## config.mk

```make
export PLATFORM = sky130hd
export DESIGN_NAME = pico_receiver
export DESIGN_NICKNAME = d
export VERILOG_FILES = /design/src/rtl/pico_receiver.sv
export SDC_FILE = /design/constraint.sdc
export NUM_CORES = 1
export LEC_CHECK = 0
export BUFFER_PORTS_ARGS = -buffer_cell sky130_fd_sc_hd__buf_4
export CORE_MARGIN = 10
export CORE_UTILIZATION = 48
export CTS_CLUSTER_SIZE = 24
export DETAILED_ROUTE_END_ITERATION = 8
export HOLD_SLACK_MARGIN = 0.12
export PLACE_DENSITY = 0.76
export SYNTH_ARGS = -nofsm -noshare
export SYNTH_HDL_FRONTEND = slang
export SYNTH_SLANG_ARGS = --single-unit
```

## constraint.sdc

```tcl
create_clock -name sclk -period 2.3 [get_ports sclk]
set_input_delay 0.575 -clock sclk [delete_from_list [all_inputs] [get_ports sclk]]
set_output_delay 0.575 -clock sclk [all_outputs]
set_load 0.02 [all_outputs]
```

## src/rtl/pico_receiver.sv

```systemverilog
// PICO-side deserializer: turns an LSB-first serial command/data stream into
// register-file writes and read requests for the POCI transmitter.
module pico_receiver #(
  parameter int NUM_REGS = 59
) (
  input  logic                     sclk,
  input  logic                     rstn,
  input  logic                     cs_n,
  input  logic                     pico,
  output logic [NUM_REGS-1:0][7:0] regs,
  output logic [7:0]               read_addr,
  output logic                     read_load,
  output logic                     write_strobe,
  output logic [7:0]               write_addr,
  output logic                     addr_err
);

  localparam logic [7:0] MAX_ADDR = 8'(NUM_REGS);

  typedef enum logic [2:0] {
    S_IDLE,
    S_CMD,
    S_WDATA,
    S_RHOLD,
    S_DISCARD
  } state_e;

  state_e                    state_q, state_d;
  logic [2:0]                bit_cnt_q, bit_cnt_d;
  logic [7:0]                shift_q, shift_d;
  logic [7:0]                ptr_q, ptr_d;
  logic                      ovf_q, ovf_d;
  logic [NUM_REGS-1:0][7:0]  regs_q, regs_d;
  logic [7:0]                read_addr_q, read_addr_d;
  logic [7:0]                write_addr_q, write_addr_d;
  logic                      read_load_q, read_load_d;
  logic                      write_strobe_q, write_strobe_d;
  logic                      addr_err_q, addr_err_d;

  logic [7:0] byte_in;
  logic [7:0] cmd_addr;
  logic [7:0] ptr_inc;
  logic       byte_done;

  assign byte_in   = {pico, shift_q[7:1]};
  assign cmd_addr  = {1'b0, byte_in[6:0]};
  assign ptr_inc   = ptr_q + 8'd1;
  assign byte_done = (bit_cnt_q == 3'd7);

  always_comb begin
    state_d        = state_q;
    bit_cnt_d      = bit_cnt_q;
    shift_d        = shift_q;
    ptr_d          = ptr_q;
    ovf_d          = ovf_q;
    regs_d         = regs_q;
    read_addr_d    = read_addr_q;
    write_addr_d   = write_addr_q;
    read_load_d    = 1'b0;
    write_strobe_d = 1'b0;
    addr_err_d     = 1'b0;

    if (cs_n) begin
      // Deselect aborts whatever byte is in flight, even one completing now.
      state_d   = S_IDLE;
      bit_cnt_d = 3'd0;
      shift_d   = 8'd0;
      ovf_d     = 1'b0;
    end else begin
      shift_d   = byte_in;
      bit_cnt_d = bit_cnt_q + 3'd1;
      case (state_q)
        S_IDLE: state_d = S_CMD;
        S_CMD: begin
          if (byte_done) begin
            if (cmd_addr == 8'd0 || cmd_addr > MAX_ADDR) begin
              addr_err_d = 1'b1;
              state_d    = S_DISCARD;
            end else if (byte_in[7]) begin
              ptr_d   = cmd_addr;
              state_d = S_WDATA;
            end else begin
              read_addr_d = cmd_addr;
              read_load_d = 1'b1;
              state_d     = S_RHOLD;
            end
          end
        end
        S_WDATA: begin
          if (byte_done) begin
            for (int i = 0; i < NUM_REGS; i++) begin
              if (ptr_q == 8'(i + 1)) regs_d[i] = byte_in;
            end
            write_addr_d   = ptr_q;
            write_strobe_d = 1'b1;
            ptr_d          = ptr_inc;
            if (ptr_inc > MAX_ADDR) begin
              ovf_d   = 1'b1;
              state_d = S_DISCARD;
            end
          end
        end
        S_DISCARD: begin
          // A burst that ran off the end reports the error on the next full byte.
          if (byte_done && ovf_q) begin
            addr_err_d = 1'b1;
            ovf_d      = 1'b0;
          end
        end
        default: state_d = state_q;
      endcase
    end
  end

  always_ff @(posedge sclk or negedge rstn) begin
    if (!rstn) begin
      state_q        <= S_IDLE;
      bit_cnt_q      <= 3'd0;
      shift_q        <= 8'd0;
      ptr_q          <= 8'd0;
      ovf_q          <= 1'b0;
      regs_q         <= '0;
      read_addr_q    <= 8'd0;
      write_addr_q   <= 8'd0;
      read_load_q    <= 1'b0;
      write_strobe_q <= 1'b0;
      addr_err_q     <= 1'b0;
    end else begin
      state_q        <= state_d;
      bit_cnt_q      <= bit_cnt_d;
      shift_q        <= shift_d;
      ptr_q          <= ptr_d;
      ovf_q          <= ovf_d;
      regs_q         <= regs_d;
      read_addr_q    <= read_addr_d;
      write_addr_q   <= write_addr_d;
      read_load_q    <= read_load_d;
      write_strobe_q <= write_strobe_d;
      addr_err_q     <= addr_err_d;
    end
  end

  assign regs         = regs_q;
  assign read_addr    = read_addr_q;
  assign write_addr   = write_addr_q;
  assign read_load    = read_load_q;
  assign write_strobe = write_strobe_q;
  assign addr_err     = addr_err_q;

endmodule

```

# --- Word-level counts from Yosys, hierarchy flattened ---
# Cells that the tools add are included.
# W data, S select, Z words.
word_totals:
  regBits: 513
  elab_cells: 250
  in_bits: 4
classes:
  mux: 32
  bitwise_logic: 3
  n_eq_ne: 71
  addsub: 2
  n_reduce_logical: 71
  n_lt_le_gt_ge: 2
op_table:
  columns: ["operator", "count"]
  rows:
  - ["$reduce_and A4 Y1", 61]
  - ["$eq A8 B6 Y1 const B", 28]
  - ["$eq A8 B5 Y1 const B", 16]
  - ["$eq A8 B4 Y1 const B", 8]
  - ["$mux W8", 5]
  - ["$eq A8 B3 Y1 const B", 4]
  - ["$mux W3", 6]
  - ["$mux W1", 17]
  - ["$eq A8 B2 Y1 const B", 2]
  - ["$pmux W8 S2", 1]
  - ["$ne A3 B3 Y1 const B", 4]
  - ["$pmux W3 S3", 1]
  - ["$add A8 B1 Y8 const B", 1]
  - ["$eq A8 B1 Y1 const B", 1]
  - ["$gt A8 B6 Y1 const B", 1]
  - ["$logic_not A8 Y1", 1]
  - ["$ne A2 B2 Y1 const B", 4]
  - ["$gt A7 B6 Y1 const B", 1]
  - ["$eq A3 B3 Y1 const B", 2]
  - ["$reduce_and A6 Y1", 1]
  - ["$reduce_and A5 Y1", 1]
  - ["$pmux W1 S2", 2]
  - ["$reduce_bool A4 Y1", 1]
  - ["$add A3 B1 Y3 const B", 1]
  - ["9 further kinds", 11]

# --- Longest topological paths before layout ---
depth:
  word_depth: 6
  depth_mapped: 10

# --- Worst setup path after synthesis ---
# No wires, ideal clock.
synth_timing:
  kind: "register to register"
  from: "register bit_cnt_q[0]"
  to: "register regs_q, in the netlist regs[208]"
  period_less_slack_ns: 2.555
  setup_slack_ns: -0.255
  arrival_ns: 2.430
  path_stages_with_launch: 10
  n_path_buf: 2
  setup_ns: 0.125
  t_required_ns: 2.175
  cell_sequence: "dfrtp_1 ha_1 ha_1 or3b_1 or2_1 buf_6 or3_4 buf_12 nor2_8 mux2_4"
synth_between:
  elab_chain_len: 2
synth_rtl:
  columns: ["element", "line_no", "source"]
  rows:
  - ["start, declared", "29", "logic [2:0] bit_cnt_q, bit_cnt_d;"]
  - ["start signal, assigned", "130", "bit_cnt_q <= bit_cnt_d;"]
  - ["$eq A3 B3 Y1", "48", "assign byte_done = (bit_cnt_q == 3'd7);"]
  - ["$reduce_and A4 Y1 (no source line)", null, null]
  - ["end signal, assigned", "134", "regs_q <= regs_d;"]
  - ["end, declared", "33", "logic [NUM_REGS-1:0][7:0] regs_q, regs_d;"]
# No other way between the ends.
# A chain may end at the register's enable or synchronous reset.

# --- Worst setup path in the final report ---
layout_timing:
  from: "register bit_cnt_q[0]"
  to: "register regs_q, in the netlist regs[199]"
# The elaborated chain is that of the path after synthesis.

==> impl_metrics.tcl <==
set metrics [dict create \
    synthMuxAreaShare 0.2706 \
    synth_cell_types 57 \
    h-tree-depth 2 \
    drive_above_1_share 0.6412 \
    gp_congestion 0.8540 \
    startpoint "bit_cnt_q[0]$_DFF_PN0_" \
    yosys.area.top_type "dfrtp_1" \
    antenna_found_initial 0 \
    syn-mean-instance-area_um2 15.54 \
    route.met2.wl_um 32420 \
    ys_seq_area_frac 0.6368 \
    final_core_util 0.6769 \
    die-area_mm2 0.05051 \
    syn-cell-area_mm2 0.02012 \
    setup_violations 224 \
    clock.fmax_mhz 388.7 \
    hpwl_um 43180 \
    crit_type "register to register" \
    hold_start "pico" \
    rows 74 \
    top_layer_used "met4" \
    synth_edf_count 0 \
    fin_worst_skew_ns 0.02163 \
    drv_slew 0 \
    synth_xor_area_frac 0.0008706 \
    grt_pass1_vias 14490 \
    numCtsBuffers 53 \
    synth_fp_nets 1306 \
    synth_compound_area_frac 0.01200 \
    die_w_um 224.7 \
    clk_pin_slew_ns 0.06 \
    ys.flop_type "dfrtp_1" \
    clk_path_buf_depth 3 \
    hold_viol_final 0 \
    coreArea_mm2 0.04111 \
    wl_um 64060 \
    stdcell_count 2441 \
    min_path_type "primary input to register" \
    drtPass1Iterations 5 \
    dp_slack_ns -0.4052 \
    ys_seq_elements 512 \
    diodes 0 \
    timing.final.ws_setup_ns -0.2726 \
    wl_per_cell_um 26.24 \
    cts_tree "yes" \
    ys_warn_count 0 \
    avgViaCountPerCell 5.382 \
    period_share 1.119 \
    rsz0062_at_grt "true" \
    wl_met3_um 5026 \
    grt_max_degree 94 \
    leakagePower_nw 15.14 \
    cp_slowest_cell "or3b_4" \
    violations "negative setup slack" \
    dp_cells 2339 \
    wl_met1_um 24820 \
    cp_num_buf_inv 1 \
    holdWs_ns 0.3699 \
    synth-simple-area-share 0.05696 \
    clkSinkCount 512 \
    fill_cells 2793 \
    slowest_delay_ns 0.37 \
    worstMarginPinSlew_ns 0.9631 \
    areaGrowthSynthToFinish_pct 38.29 \
    critPathCaptureType "register" \
    synthArstFlopShare 1.000 \
    cts-root-buf "clkbuf_16" \
    power_density_mw_per_mm2 655.2 \
    p_total_w 0.01823 \
    synth_top_family_by_area "multiplexers" \
    netlist.area_leader.share 0.6368 \
    required_ns 2.75 \
    critPathLaunchType "register" \
    die_y_um 224.7 \
    slew_headroom 0.3579 \
    synthMostInstantiatedCell "dfrtp_1" \
    fin_crit_ns 2.573 \
    num-nets-final 1880 \
    cp.arrival_ns 3.03 \
    insertion_delay_ns 0.59 \
    critical_path.top_delay_family "simple AND/OR/NAND/NOR gates" \
    crit_path_max_fanout 8 \
    grt_overflow_total 0 \
    drv_cap 0 \
    vias 13140 \
    portBuffers 493 \
    synthCells 1295 \
    start_util 0.4894 \
    ir_drop_mv 0.6334 \
    outcome "finished, violations left" \
    synth.top_cells.by_area "dfrtp_1, mux2_2, nor2_8" \
    yosys.area_share.adder 0.004353 \
    synthTopCellsByCount "dfrtp_1, mux2_2, clkbuf_1" \
    io_pins 495 \
    ant_nets 0 \
    drcViolationCount 0 \
    crit_chain "ha_2 > ha_4 > or3b_4 > or2_4 > or3_4 > buf_12 > nor2_8 > mux2_2" \
    r2r-start "bit_cnt_q[0]$_DFF_PN0_" \
    grt_pass1_wl_um 95430 \
    drt_iter0_markers 771 \
    grt_util_all_layers 0.2482 \
]
path summary, 6_finish.rpt:
| path | end | slack [ns] | cells past startpoint |
|---|---|---|---|
| max | regs[199]$_DFFE_PN0P_ | -0.27 | 8 |
| min | state_q[0]$_DFFE_PN0P_ | 0.37 | 4 |
| max in group asynchronous | regs[98]$_DFFE_PN0P_ | 0.91 | 3 |
| max reg2reg | regs[199]$_DFFE_PN0P_ | -0.27 | 8 |
| min in group asynchronous | regs[30]$_DFFE_PN0P_ | 0.52 | 2 |
| min reg2reg | write_addr[6]$_DFFE_PN0P_ | 0.49 | 2 |
stage by stage:
step                TNS [ns]  area [um^2]
floorplan             -29.53        20300
global placement      -59.71        25250
detailed placement    -61.10        25250
CTS                   -37.49        27510
global route          -63.33        27830
finish                -41.47        27830
power breakdown:
part / switching, W / leakage, nW / internal (W)
Sequential: 0.0000151 / 7.13 / 0.00902
Clock: 0.00349 / 0.880 / 0.00528
Combinational: 0.000347 / 7.12 / 0.0000794
Total: 0.00385 / 15.1 / 0.0144
registers in the layout (all words and copies together) (netlist names), 3 cells and up:
name        count
write_addr      8
state_q         3
regs          472
bit_cnt_q       3
shift_q         7
read_addr       7
ptr_q           8
layer usage:
| metal | GRT usage | up-vias |
|---|---|---|
| met3 | 0.07404 | 87 |
| met4 | 0.08445 | 0 |
| met2 | 0.4231 | 449 |
| li1 | - | 5693 |
| met1 | 0.2950 | 6908 |
| met5 | 0 | - |
cells by family after synthesis:
kind of cell / after synthesis
DFF: 512
muxes: 481
and+or+nand+nor: 166
buffers and inverters: 88
AOI/OAI and AO/OA: 38
adders and majority gates: 7
xor gates and xnor gates: 2
other: 1
cell type report:
| class | count | area, um^2 | area share |
|---|---|---|---|
| clock buffers | 81 | 1582 | 0.05684 |
| repair buffers | 599 | 4777 | 0.1717 |
| inverters | 8 | 30.03 | 0.001079 |
| well taps | 532 | 665.6 | 0.02392 |
| multi-input cells | 695 | 7741 | 0.2782 |
| flip-flops and latches | 512 | 12820 | 0.4608 |
| clock inverters | 14 | 209.0 | 0.007509 |
cells in the final DEF (no fill, tap or decap), drive strengths merged, types with 4 or more instances in the layout:
master	n
mux2	479
buf	598
clkbuf	81
ha	7
bufinv	5
dfrtp	512
nor3	6
inv	11
clkinv	5
a21oi	12
nor2	37
nand2b	4
o21ai	10
nand3	32
nand2	49
nor2b	15
tightest hold or removal path, cell delays in order:
cell and delay [ns]:
buf_4 0.11, nor2_1 0.06, o22ai_1 0.13, nor2_1 0.05
what timing repair did:
| item | 4_1_cts | 5_1_grt |
|---|---|---|
| gates cloned | 0 | 1 |
| resized for setup | 105 | 66 |
| setup buffers | 2 | 3 |
| pin swaps | 11 | 16 |
| hold buffers | 1 | 0 |
| endpoints found under the hold margin | 33 | 0 |
| setup endpoints to repair | 235 | 476 |
Note: power is estimated with default switching activity, not from simulation.
